$ cat src/rtl/regfile_pkg.sv
// Shared types and constants for the register file writeback path.
// Registers below WIDE_BASE are NARROW_W bits wide; the rest hold DATA_W bits.
package regfile_pkg;

   localparam int unsigned NUM_REGS  = 32;
   localparam int unsigned IDX_W     = 5;
   localparam int unsigned DATA_W    = 24;
   localparam int unsigned NARROW_W  = 16;
   localparam int unsigned WIDE_BASE = 28;

   typedef struct packed {
      logic [IDX_W-1:0]  index;
      logic [DATA_W-1:0] data;
   } wb_entry_t;

   // Clear the bits a narrow register cannot hold so stale upper bits never reach it.
   function automatic logic [DATA_W-1:0] narrow_mask(input logic [IDX_W-1:0]  index,
                                                     input logic [DATA_W-1:0] data);
      logic [DATA_W-1:0] result;
      result = data;
      if (index < IDX_W'(WIDE_BASE)) begin
         result[DATA_W-1:NARROW_W] = '0;
      end
      return result;
   endfunction

endpackage

$ cat src/rtl/regfile_write_queue_fifo.sv
// Dual-push, single-pop FIFO of writeback entries.
// Every slot is exposed with its valid bit so the hazard compare can see all queued writes.
module wb_fifo
   import regfile_pkg::*;
#(
   parameter int unsigned DEPTH = 4
)
(
   input  logic                      clk,
   input  logic                      rst,
   input  logic                      push_a,
   input  wb_entry_t                 entry_a,
   input  logic                      push_b,
   input  wb_entry_t                 entry_b,
   input  logic                      pop,
   output wb_entry_t                 head_entry,
   output wb_entry_t [DEPTH-1:0]     entries,
   output logic      [DEPTH-1:0]     valid,
   output logic      [$clog2(DEPTH):0] count
);

   localparam int unsigned PTR_W = $clog2(DEPTH);
   localparam int unsigned CNT_W = $clog2(DEPTH) + 1;

   logic [PTR_W-1:0] head;
   logic [PTR_W-1:0] tail;
   logic [PTR_W-1:0] slot_b;
   logic [PTR_W-1:0] tail_next;
   logic [CNT_W-1:0] count_next;
   logic             pop_ok;

   // Port A is older, so port B lands one slot behind it when both push.
   always_comb begin
      pop_ok     = pop && (count != '0);
      slot_b     = push_a ? (tail + PTR_W'(1)) : tail;
      tail_next  = tail + PTR_W'(push_a) + PTR_W'(push_b);
      count_next = count + CNT_W'(push_a) + CNT_W'(push_b) - CNT_W'(pop_ok);
      head_entry = entries[head];
   end

   always_ff @(posedge clk or posedge rst) begin
      if (rst) begin
         head    <= '0;
         tail    <= '0;
         count   <= '0;
         valid   <= '0;
         entries <= '0;
      end else begin
         if (pop_ok) begin
            valid[head] <= 1'b0;
            head        <= head + PTR_W'(1);
         end
         if (push_a) begin
            entries[tail] <= entry_a;
            valid[tail]   <= 1'b1;
         end
         if (push_b) begin
            entries[slot_b] <= entry_b;
            valid[slot_b]   <= 1'b1;
         end
         tail  <= tail_next;
         count <= count_next;
      end
   end

endmodule

$ cat src/rtl/regfile_write_queue.sv
// Writeback queue feeding the register file write port from the ALU and load paths,
// with combinational read-after-write hazard flags for decode.
module regfile_write_queue
   import regfile_pkg::*;
#(
   parameter int unsigned DEPTH = 4
)
(
   input  logic                     clk,
   input  logic                     rst,
   input  logic                     alu_valid,
   output logic                     alu_ready,
   input  logic [IDX_W-1:0]         alu_index,
   input  logic [DATA_W-1:0]        alu_data,
   input  logic                     mem_valid,
   output logic                     mem_ready,
   input  logic [IDX_W-1:0]         mem_index,
   input  logic [DATA_W-1:0]        mem_data,
   output logic                     write_enable,
   output logic [IDX_W-1:0]         write_index,
   output logic [DATA_W-1:0]        write_data,
   input  logic [IDX_W-1:0]         read_index_1,
   input  logic [IDX_W-1:0]         read_index_2,
   output logic                     pending_1,
   output logic                     pending_2,
   output logic [$clog2(DEPTH):0]   count
);

   localparam int unsigned CNT_W = $clog2(DEPTH) + 1;

   wb_entry_t               entry_a;
   wb_entry_t               entry_b;
   wb_entry_t               head_entry;
   wb_entry_t [DEPTH-1:0]   entries;
   logic      [DEPTH-1:0]   valid;
   logic                    push_a;
   logic                    push_b;
   logic                    pop;

   // Readiness looks only at the registered count; a same-cycle pop earns no credit.
   always_comb begin
      alu_ready = (count <= CNT_W'(DEPTH - 1));
      if (alu_valid) begin
         mem_ready = (count <= CNT_W'(DEPTH - 2));
      end else begin
         mem_ready = (count <= CNT_W'(DEPTH - 1));
      end
      push_a = alu_valid && alu_ready;
      push_b = mem_valid && mem_ready;
      pop    = (count != '0);
   end

   always_comb begin
      entry_a       = '0;
      entry_b       = '0;
      entry_a.index = alu_index;
      entry_a.data  = narrow_mask(alu_index, alu_data);
      entry_b.index = mem_index;
      entry_b.data  = narrow_mask(mem_index, mem_data);
   end

   wb_fifo #(
      .DEPTH (DEPTH)
   ) u_fifo (
      .clk        (clk),
      .rst        (rst),
      .push_a     (push_a),
      .entry_a    (entry_a),
      .push_b     (push_b),
      .entry_b    (entry_b),
      .pop        (pop),
      .head_entry (head_entry),
      .entries    (entries),
      .valid      (valid),
      .count      (count)
   );

   // Output stage: index/data hold their last value when nothing is popped.
   always_ff @(posedge clk or posedge rst) begin
      if (rst) begin
         write_enable <= 1'b0;
         write_index  <= '0;
         write_data   <= '0;
      end else begin
         write_enable <= pop;
         if (pop) begin
            write_index <= head_entry.index;
            write_data  <= head_entry.data;
         end
      end
   end

   // A write is pending while it sits in the queue or is on the write port this cycle.
   always_comb begin
      pending_1 = write_enable && (write_index == read_index_1);
      pending_2 = write_enable && (write_index == read_index_2);
      for (int i = 0; i < DEPTH; i++) begin
         if (valid[i] && (entries[i].index == read_index_1)) begin
            pending_1 = 1'b1;
         end
         if (valid[i] && (entries[i].index == read_index_2)) begin
            pending_2 = 1'b1;
         end
      end
   end

endmodule

$ cat config.mk
export PLATFORM = sky130hd
export DESIGN_NAME = regfile_write_queue
export DESIGN_NICKNAME = d
export VERILOG_FILES = /design/src/rtl/regfile_pkg.sv /design/src/rtl/regfile_write_queue_fifo.sv /design/src/rtl/regfile_write_queue.sv
export SDC_FILE = /design/constraint.sdc
export NUM_CORES = 1
export LEC_CHECK = 0
export ABC_AREA = 1
export BUFFER_PORTS_ARGS = -buffer_cell sky130_fd_sc_hd__buf_4
export CAP_MARGIN = 15
export CORE_UTILIZATION = 40
export DETAILED_ROUTE_END_ITERATION = 8
export SLEW_MARGIN = 25
export SYNTH_ARGS = -nofsm -noshare
export SYNTH_HDL_FRONTEND = slang
export SYNTH_HIERARCHICAL = 1
export SYNTH_SLANG_ARGS = --single-unit
$ cat constraint.sdc
create_clock -name clk -period 4.9 [get_ports clk]
set_input_delay 0.49 -clock clk [delete_from_list [all_inputs] [get_ports clk]]
set_output_delay 0.49 -clock clk [all_outputs]
set_load 0.05 [all_outputs]
==> results of run 1 <==
## stage by stage
step                hold WS, ns  setup slack, ns  instances  total power [uW]  util [%]
finish                    0.120             1.82       1745              7950      47.3
CTS                       0.128             1.82       1745              7950      47.3
detailed placement        0.494             1.75       1713              6580      44.8
global route              0.158             1.60       1745              8580      47.3
global placement          0.498             1.76       1713              6500      44.7
floorplan                 0.461             1.03       1363              5460         -
## kinds of logic (layout without fill, tap and decap cells)
| logic type | count (synthesis) | in the layout | synth area share (%) |
|---|---|---|---|
| DFF | 157 | 157 | 40.6 |
| adders and majority gates | 12 | 12 | 1.79 |
| and+or+nand+nor | 743 | 743 | 32.5 |
| buffers and inverters | 194 | 257 | 8.85 |
| AOI/OAI and AO/OA | 227 | 227 | 12.2 |
| muxes | 24 | 24 | 3.53 |
| xor gates and xnor gates | 6 | 6 | 0.543 |
## path summary, 6_finish.rpt
kind	startpoint	end	cells past startpoint
max	u_fifo/count[0]$_DFF_PP0_	u_fifo/count[2]$_DFF_PP0_	8
max reg2reg	u_fifo/count[0]$_DFF_PP0_	u_fifo/count[2]$_DFF_PP0_	8
min	rst	u_fifo/entries[78]$_DFF_PP0_	2
max in group asynchronous	rst	u_fifo/entries[91]$_DFF_PP0_	3
min in group clk	mem_data[9]	u_fifo/entries[96]$_DFF_PP0_	3
min reg2reg	write_data[18]$_DFFE_PP0P_	write_data[18]$_DFFE_PP0P_	1
## power by group through the flow
stage,registers [uW],logic [uW],clock network [uW]
5_1_grt,2410,4740,1420
3_3_place_gp,2350,4150,0
2_1_floorplan,2650,2810,0
3_5_place_dp,2350,4220,0
4_1_cts,2340,4240,1370
6_report,2340,4250,1350
## per-layer routing
layer	track usage [%]	routed length (microns)	vias to the layer above	share of wire, %
met5	0	0	-	0
met4	7.72	425	0	1.4
met3	3.22	2040	27	6.5
met2	43.0	14800	322	48
met1	36.4	13900	4429	45
li1	-	-	4572	-
## worst max-delay path: stages (launching register included)
cell and delay (ns):
dfrtp_1 0.47, nand3_1 0.12, nand2_1 0.10, nor2_4 0.54, buf_4 0.94, fa_1 0.35, fa_1 0.19, xnor2_1 0.13
xor2_1 0.15
## registers in the layout, indices dropped and copies added (netlist names)
name            count
u_fifo/count        3
u_fifo/entries    116
u_fifo/head         2
u_fifo/tail         2
u_fifo/valid        4
write_data         24
write_enable        1
write_index         5
## placed cells by master (no fill, tap or decap)
master and count:
dfrtp_2 1, nor2_1 116, clkinv_4 2, o21ai_1 6, nor2_4 2, o211ai_1 2
ha_1 9, o21ai_0 190, o22ai_1 29, bufinv_16 2, clkinvlp_4 2, fa_1 3
xnor2_1 2, inv_2 1, clkinv_2 4, nand2_4 5, clkbuf_1 1, mux2_2 5
clkinv_1 1, inv_1 94, nand2_1 477, xor2_1 4, nand4_1 116, nand2_2 4
nand3_1 23, inv_4 2, dfrtp_1 156, buf_4 127, clkbuf_16 17, mux2_4 19
clkbuf_8 4
## synth_stat cells
library cell	instances	area (sq um)
nor2_1	117	439
nand2_1	477	1790
mux2_4	19	285
o211ai_1	2	15.0
nand2_2	8	50.1
nand3_1	23	115
fa_1	3	60.1
buf_2	33	165
xnor2_1	2	17.5
inv_4	1	6.26
inv_2	1	3.75
mux2_2	5	56.3
buf_6	3	33.8
buf_1	10	37.5
o22ai_1	29	181
nand4_1	116	726
clkbuf_2	1	5.00
xor2_1	4	35.0
nand2_4	1	11.3
clkbuf_1	33	124
o21ai_1	6	30.0
dfrtp_1	157	3930
ha_1	9	113
nor2_4	1	11.3
o21ai_0	190	951
inv_1	96	360
buf_4	16	120
## cell type report
| type | count | area (sq um) | share of cell area [%] |
|---|---|---|---|
| clock buffers | 22 | 484 | 4.34 |
| clock inverters | 10 | 113 | 1.01 |
| inverters | 98 | 373 | 3.34 |
| multi-input cells | 1012 | 4910 | 44.0 |
| flip-flops and latches | 157 | 3930 | 35.2 |
| well taps | 319 | 399 | 3.57 |
| repair buffers | 127 | 953 | 8.54 |
==> flow_summary.toml, run 1 <==
[synth]
yosysWarningCount = 6
synth_area_sq_um = 9670
ys_types = 27
avgSynthCellArea_sq_um = 7.10
yosysSeqAreaShare_pct = 40.6
syn_nets = 1447
ys_seq_elements = 157
synth_cells = 1363

[cells_and_area]
area_growth_syn_to_layout_pct = 15.5
filler_cell_count = 2467
final_area_sq_um = 11200
antenna_cells = 0
drive_gt1_share_pct = 13.8
final_nets = 1497

[floorplanning]
die_h_microns = 157
core_sq_um = 23600
start_util_pct = 41.0
rows = 56
ios = 109
die_area_sq_um = 24800
die_w_microns = 157

[global_routing]
grt_pass1_vias = 8837
grt_antenna_before_repair = 0
overflow = 0
grt_max_degree = 97
grt_pass1_wl_microns = 49500
grt_use_total_pct = 26.3

[route]
totalWireLength_microns = 31200
vias = 9350
routedWlPerCell_microns = 17.9
drt_iter0_drc = 683
dr.pass1.iters = 5
drt-vias-per-instance = 5.36
drtAntennaViolNets = 0
drc = 0

[critical_path]
critical_path_arrival_ns = 3.43
worst-endpoint-required_ns = 5.25
worst_setup_path_end_kind = "register"
start_kind = "register"
critPathKind = "register to register"
worst-path-max-fanout = 96
r2r_setup_slack_ns = 1.82

[sta]
tightest_slew_ns = 1.06
fmax_mhz = 325
hold_violations = 0
fin_setup_tns_ns = 0
finalSetupViolations = 0
finalCritPeriodShare_pct = 62.8
rsz0062_at_grt = "false"
finClkSkew_ns = 0.00754
relSlewSlack_pct = 29.1
slew_viol_final = 0
min_period_ns = 3.08

[clocking]
numCtsBuffers = 17
hold_buffers = 0
clkTransAtPathRegs_ns = 0.07
cts_resized = 0
cts_sinks = 157
cts_tree = "done"
cts_max_level = 4
cts-root-buf = "clkbuf_16"
cts_buffer_depth = 2
insertion_delay_ns = 0.43
postCtsSetupBuffers = 0

[power]
seq_power_share_pct = 29.5
p_int_uw = 4100
comb_power_share_pct = 53.5
p_switching_uw = 3850
p_per_area_nw_per_um2 = 712
leakagePower_uw = 0.00586
clockPowerShare_pct = 17.0
max-vdd-ir-drop_mv = 0.451
switching_share_pct = 48.4

[placement]
dpl.hpwl_microns = 18200
placedInstanceArea_sq_um = 10600
numPortBuffers = 108
gp_congestion = 0.949

[run]
max_cap_violations = 0

[min_path]
hp-class = "primary input to asynchronous set/reset pin"

[run_status]
status = "completed"
Note: power is estimated with default switching activity, not from simulation.
==> run 2: changes to the inputs <==
==> constraint.sdc (replaced) <==
create_clock -name clk -period 3.2 [get_ports clk]
set_input_delay 0.32 -clock clk [delete_from_list [all_inputs] [get_ports clk]]
set_output_delay 0.32 -clock clk [all_outputs]
set_load 0.05 [all_outputs]
==> run 2 against run 1 <==
  * Die area stayed put
  * Register-to-register slack worse by 1.1 ns
  * Fmax is 26% higher
  * Cell count is 0.40% higher
  * Sequential power is 51% higher
  * Clock-buffer cell count is 5 lower
  * Final area is 0.57% higher
  * Clock skew is 0.0060 ns higher
  * Sequential share of layout area is 0.20 points lower
  * Non-clock buffer count is 7 higher
  * Via count is 1.0% higher
  * Combinational power is 56% higher
  * Critical path type unchanged
==> flow_summary.toml, run 2 (same netlist as run 1, synthesis figures left out) <==
[sta]
hold_violations = 0
min_period_ns = 2.45
hold-worst-slack_ns = 0.0434
relSlewSlack_pct = 48.7
finalCritPeriodShare_pct = 76.5
rsz0062_at_grt = "false"
slew_viol_final = 0
tightest_slew_ns = 0.766
finalSetupViolations = 0
fmax_mhz = 409
finClkSkew_ns = 0.0135
fin_setup_tns_ns = 0

[critical_path]
r2r_start = "u_fifo/count[0]$_DFF_PP0_"
worst_setup_path_end_kind = "register"
crit_chain = "nor2_1 > nand2_1 > nand2_1 > inv_1 > ha_1 > inv_1 > fa_1 > fa_1 > xnor2_1 > xor2_1"
start_kind = "register"
worst-endpoint-required_ns = 3.55
critical_path_arrival_ns = 2.80
crit_slowest_cell = "dfrtp_1"
reg2regPathDepth = 10
path_buf_inv = 2
critPathKind = "register to register"
cpPeakStageDelay_ns = 0.46
r2r_setup_slack_ns = 0.75
path_delay_family = "adder cells"
worst-path-max-fanout = 5
r2r_end = "u_fifo/count[2]$_DFF_PP0_"

[placement]
placedInstanceArea_sq_um = 10700
dpl.hpwl_microns = 18700
numPortBuffers = 108
dpl.cell_count = 1720
gp_congestion = 0.908

[floorplanning]
rows = 56
core_sq_um = 23600
die_h_microns = 157
die_w_microns = 157
ios = 109
die_area_sq_um = 24800
start_util_pct = 41.0

[route]
drt_iter0_drc = 674
drt-vias-per-instance = 5.39
totalWireLength_microns = 30900
drtAntennaViolNets = 0
routedWlPerCell_microns = 17.6
drc = 0
dr.pass1.iters = 6
vias = 9447

[cells_and_area]
largestRegisters = "u_fifo/entries x116, write_data x24, write_index x5"
filler_cell_count = 2393
area_growth_syn_to_layout_pct = 16.1
largest_reg_flops = 116
final_common_cell = "nand2_1"
final_nets = 1504
drive_gt1_share_pct = 14.3
final_area_sq_um = 11200
regMostFlops = "u_fifo/entries"
antenna_cells = 0
mostFrequentLayoutCells = "477 x nand2_1, 190 x o21ai_0, 156 x dfrtp_1"
fin_cells = 1752

[clocking]
cts_max_level = 4
cts_tree = "done"
cts_buffer_depth = 2
insertion_delay_ns = 0.43
hold_buffers = 0
cts_sinks = 157
numCtsBuffers = 17
postCtsSetupBuffers = 0
cts_resized = 0
clkTransAtPathRegs_ns = 0.07
cts-root-buf = "clkbuf_16"

[global_routing]
grt_max_degree = 128
overflow = 0
grt_pass1_vias = 8931
grt_antenna_before_repair = 0
grt_pass1_wl_microns = 49700
grt_use_total_pct = 26.1

[run]
max_cap_violations = 0

[power]
leakagePower_uw = 0.00587
max-vdd-ir-drop_mv = 0.580
p_per_area_nw_per_um2 = 1080
power.total_uw = 12100

[min_path]
hp-class = "primary input to asynchronous set/reset pin"

[run_status]
status = "completed"
run 2: metal layers:
metal  vias to the layer above  wire [microns]  track usage [%]
met3                        37            2060             3.63
met1                      4460           13600             34.9
met2                       354           14600             43.5
met4                         0             578             8.18
li1                       4596               -                -
met5                         -               0                0
run 2: stage by stage:
| step | utilization, % | setup WS [ns] |
|---|---|---|
| after floorplan | - | 0.278 |
| after global placement | 45.2 | 0.791 |
| after detailed placement | 45.2 | 0.747 |
| after CTS | 47.6 | 0.708 |
| after global routing | 47.6 | 0.510 |
| final | 47.6 | 0.753 |
run 2: area by class of cell:
cell class              count  area, sq um  share of cell area [%]
clock buffers              17          425                    3.79
flip-flops and latches    157         3930                    35.0
repair buffers            134         1080                    9.63
clock inverters            15          126                    1.13
multi-input cells        1012         4890                    43.6
well taps                 319          399                    3.55
inverters                  98          374                    3.33
run 2: how the worst max path moves through the flow:
stage,depth (start not counted),start,end,slack [ns]
finish,10,u_fifo/count[0]$_DFF_PP0_,u_fifo/count[2]$_DFF_PP0_,0.75
global route,10,u_fifo/count[1]$_DFF_PP0_,u_fifo/count[2]$_DFF_PP0_,0.51
CTS,10,u_fifo/count[0]$_DFF_PP0_,u_fifo/count[2]$_DFF_PP0_,0.71
detailed placement,10,u_fifo/count[0]$_DFF_PP0_,u_fifo/count[2]$_DFF_PP0_,0.75
global placement,10,u_fifo/count[0]$_DFF_PP0_,u_fifo/count[2]$_DFF_PP0_,0.79
floorplan,11,u_fifo/count[2]$_DFF_PP0_,u_fifo/count[2]$_DFF_PP0_,0.28
run 2: report_power, final:
part | internal [uW] | leakage, uW | total [uW] | switching [uW]
Sequential | 2900 | 0.00200 | 3540 | 637
Combinational | 2230 | 0.00359 | 6640 | 4410
Clock | 1020 | 0.000275 | 1960 | 938
run 2: worst register-to-register path: cells and delay by family, from the launching register on:
family / cells / cell delay (ns)
xor+xnor: 2 / 0.35
fa+ha+maj: 3 / 1.08
buf+inv: 2 / 0.11
simple gates: 3 / 0.37
flops: 1 / 0.46
==> run 3: changes to the inputs <==
==> constraint.sdc (replaced) <==
create_clock -name clk -period 2.15 [get_ports clk]
set_input_delay 0.215 -clock clk [delete_from_list [all_inputs] [get_ports clk]]
set_output_delay 0.215 -clock clk [all_outputs]
set_load 0.05 [all_outputs]
==> run 3 against run 2 <==
  * Register-to-register slack got worse by 0.77 ns
  * Via count decreased by 1.1%
  * The flow now finishes with violations (negative setup slack)
  * Clock-buffer cell count increased by 5
  * Non-clock buffer count increased by 24
  * Die area unchanged
  * Critical path depth unchanged
  * Sequential power increased by 50%
  * Largest power group unchanged
  * Flip-flop and latch count unchanged
  * Final area increased by 3.0%
  * Clock power increased by 56%
  * Power increased by 55%
==> flow_summary.toml, run 3 (same netlist as run 1, synthesis figures left out) <==
[sta]
slew_viol_final = 0
min_period_ns = 2.17
relSlewSlack_pct = 57.2
worst_slack_ns = -0.0212
tightest_slew_ns = 0.642
rsz0062_at_grt = "true"
hold_violations = 0
fin_setup_tns_ns = -0.0212
finClkSkew_ns = 0.0116
fmax_mhz = 461
hold-worst-slack_ns = 0.0566
finalSetupViolations = 1
finalCritPeriodShare_pct = 101

[clocking]
cts_buffer_depth = 2
numCtsBuffers = 17
cts_tree = "done"
cts-root-buf = "clkbuf_16"
clkTransAtPathRegs_ns = 0.07
cts_sinks = 157
cts_max_level = 4
insertion_delay_ns = 0.44

[cells_and_area]
area_growth_syn_to_layout_pct = 19.6
final_common_cell = "nand2_1"
drive_gt1_share_pct = 16.2
fin_cells = 1776
largest_reg_flops = 116
final_nets = 1528
regMostFlops = "u_fifo/entries"
mostFrequentLayoutCells = "476 x nand2_1, 190 x o21ai_0, 153 x dfrtp_1"
final_util_pct = 49.0
largestRegisters = "u_fifo/entries x116, write_data x24, write_index x5"
antenna_cells = 0

[floorplanning]
die_h_microns = 157
die_area_sq_um = 24800
ios = 109
core_sq_um = 23600
start_util_pct = 41.0
die_w_microns = 157
rows = 56

[route]
totalWireLength_microns = 30900
drt_iter0_drc = 704
vias = 9345
drt-vias-per-instance = 5.26
dr.pass1.iters = 7
drc = 0
drtAntennaViolNets = 0
routedWlPerCell_microns = 17.4

[critical_path]
crit_slowest_cell = "dfrtp_2"
critPathKind = "register to register"
worst_setup_path_end_kind = "register"
start_kind = "register"
critical_path_arrival_ns = 2.49
r2r_setup_slack_ns = -0.02
reg2regPathDepth = 10
crit_chain = "nor2_1 > nand2_1 > nand2_4 > inv_4 > ha_4 > inv_2 > fa_2 > fa_2 > xnor2_2 > xor2_1"
path_common_cell = "fa_2"
cpPeakStageDelay_ns = 0.43
worst-endpoint-required_ns = 2.47
worst-path-max-fanout = 3

[power]
max-vdd-ir-drop_mv = 0.808
switching_share_pct = 47.6
seq_power_share_pct = 28.2
leakagePower_uw = 0.00601
p_per_area_nw_per_um2 = 1620
comb_power_share_pct = 55.5
p_switching_uw = 8930
clockPowerShare_pct = 16.2
p_int_uw = 9840

[min_path]
hp-class = "primary input to register"
whs_path_depth = 3

[global_routing]
grt_antenna_before_repair = 0
grt_max_degree = 62
overflow = 0
grt_use_total_pct = 26.1
grt_pass1_vias = 8838
grt_pass1_wl_microns = 49300

[run_status]
violations = "negative setup slack"
status = "finished, violations left"

[run]
max_cap_violations = 0

[placement]
gp_congestion = 0.917
numPortBuffers = 108
dpl.cell_count = 1740
dpl.hpwl_microns = 19300
run 3: cell types whose count changed in the layout (fill, tap and decap cells not counted), moves of 3 or more:
cell / change
buf_12: +6
buf_4: +17
clkbuf_1: +3
dfrtp_1: -3
dfrtp_2: +3
inv_6: -4
inv_8: -3
run 3: final cells by class:
type / count / area [sq um]
Tap cell: 319 / 399
Fill cell: 2417 / 12000
Clock inverter: 10 / 114
Sequential cell: 157 / 3930
Multi-Input combinational cell: 1012 / 4940
Inverter: 98 / 382
Clock buffer: 22 / 464
Timing Repair Buffer: 158 / 1340
run 3: per-layer routing:
layer	vias to the layer above	part of all wire, %	GRT usage [%]	routed length, microns
li1	4631	-	-	-
met1	4365	44	34.7	13500
met2	314	49	44.1	15100
met3	35	5.9	3.91	1830
met4	0	1.4	7.07	434
met5	-	0	0	0
run 3: worst max-delay path: cells and delay by family, from the launching register on:
family                   cells  cell delay [ns]
AND/OR/NAND/NOR              3             0.33
XOR/XNOR                     2             0.28
buffers and inverters        2             0.07
adder cells (fa/ha/maj)      3             0.94
flip-flops                   1             0.43
run 3: power groups by stage:
stage	registers [uW]	logic, uW	clock network, uW
2_1_floorplan	6060	6510	0
3_3_place_gp	5320	10200	0
3_5_place_dp	5350	10200	0
4_1_cts	5300	10300	3100
5_1_grt	5460	11500	3220
6_report	5300	10400	3050
run 3: through the flow:
step	total power, uW	setup WS [ns]	area, sq um
after CTS	18700	-0.00882	11600
after global routing	20200	-0.0810	11600
after floorplan	12600	-0.278	9730
after global placement	15500	0.0213	10900
after detailed placement	15600	-0.00666	10900
final	18800	-0.0212	11600
run 3: path summary, 6_finish.rpt:
path,start,endpoint
setup / recovery,u_fifo/count[0]$_DFF_PP0_,u_fifo/count[2]$_DFF_PP0_
hold / removal,mem_data[12],u_fifo/entries[12]$_DFF_PP0_
setup reg to reg,u_fifo/count[0]$_DFF_PP0_,u_fifo/count[2]$_DFF_PP0_
hold reg to reg,write_data[18]$_DFFE_PP0P_,write_data[18]$_DFFE_PP0P_
max in group asynchronous,rst,u_fifo/count[1]$_DFF_PP0_
min in group asynchronous,rst,u_fifo/entries[107]$_DFF_PP0_
run 3: repair_timing:
action                                  in CTS  in global routing
hold buffers                                 1                  0
hold endpoints to repair                    41                  0
gates resized for setup                      0                  2
endpoints found under the setup margin       1                  1
setup buffers                                2                  1
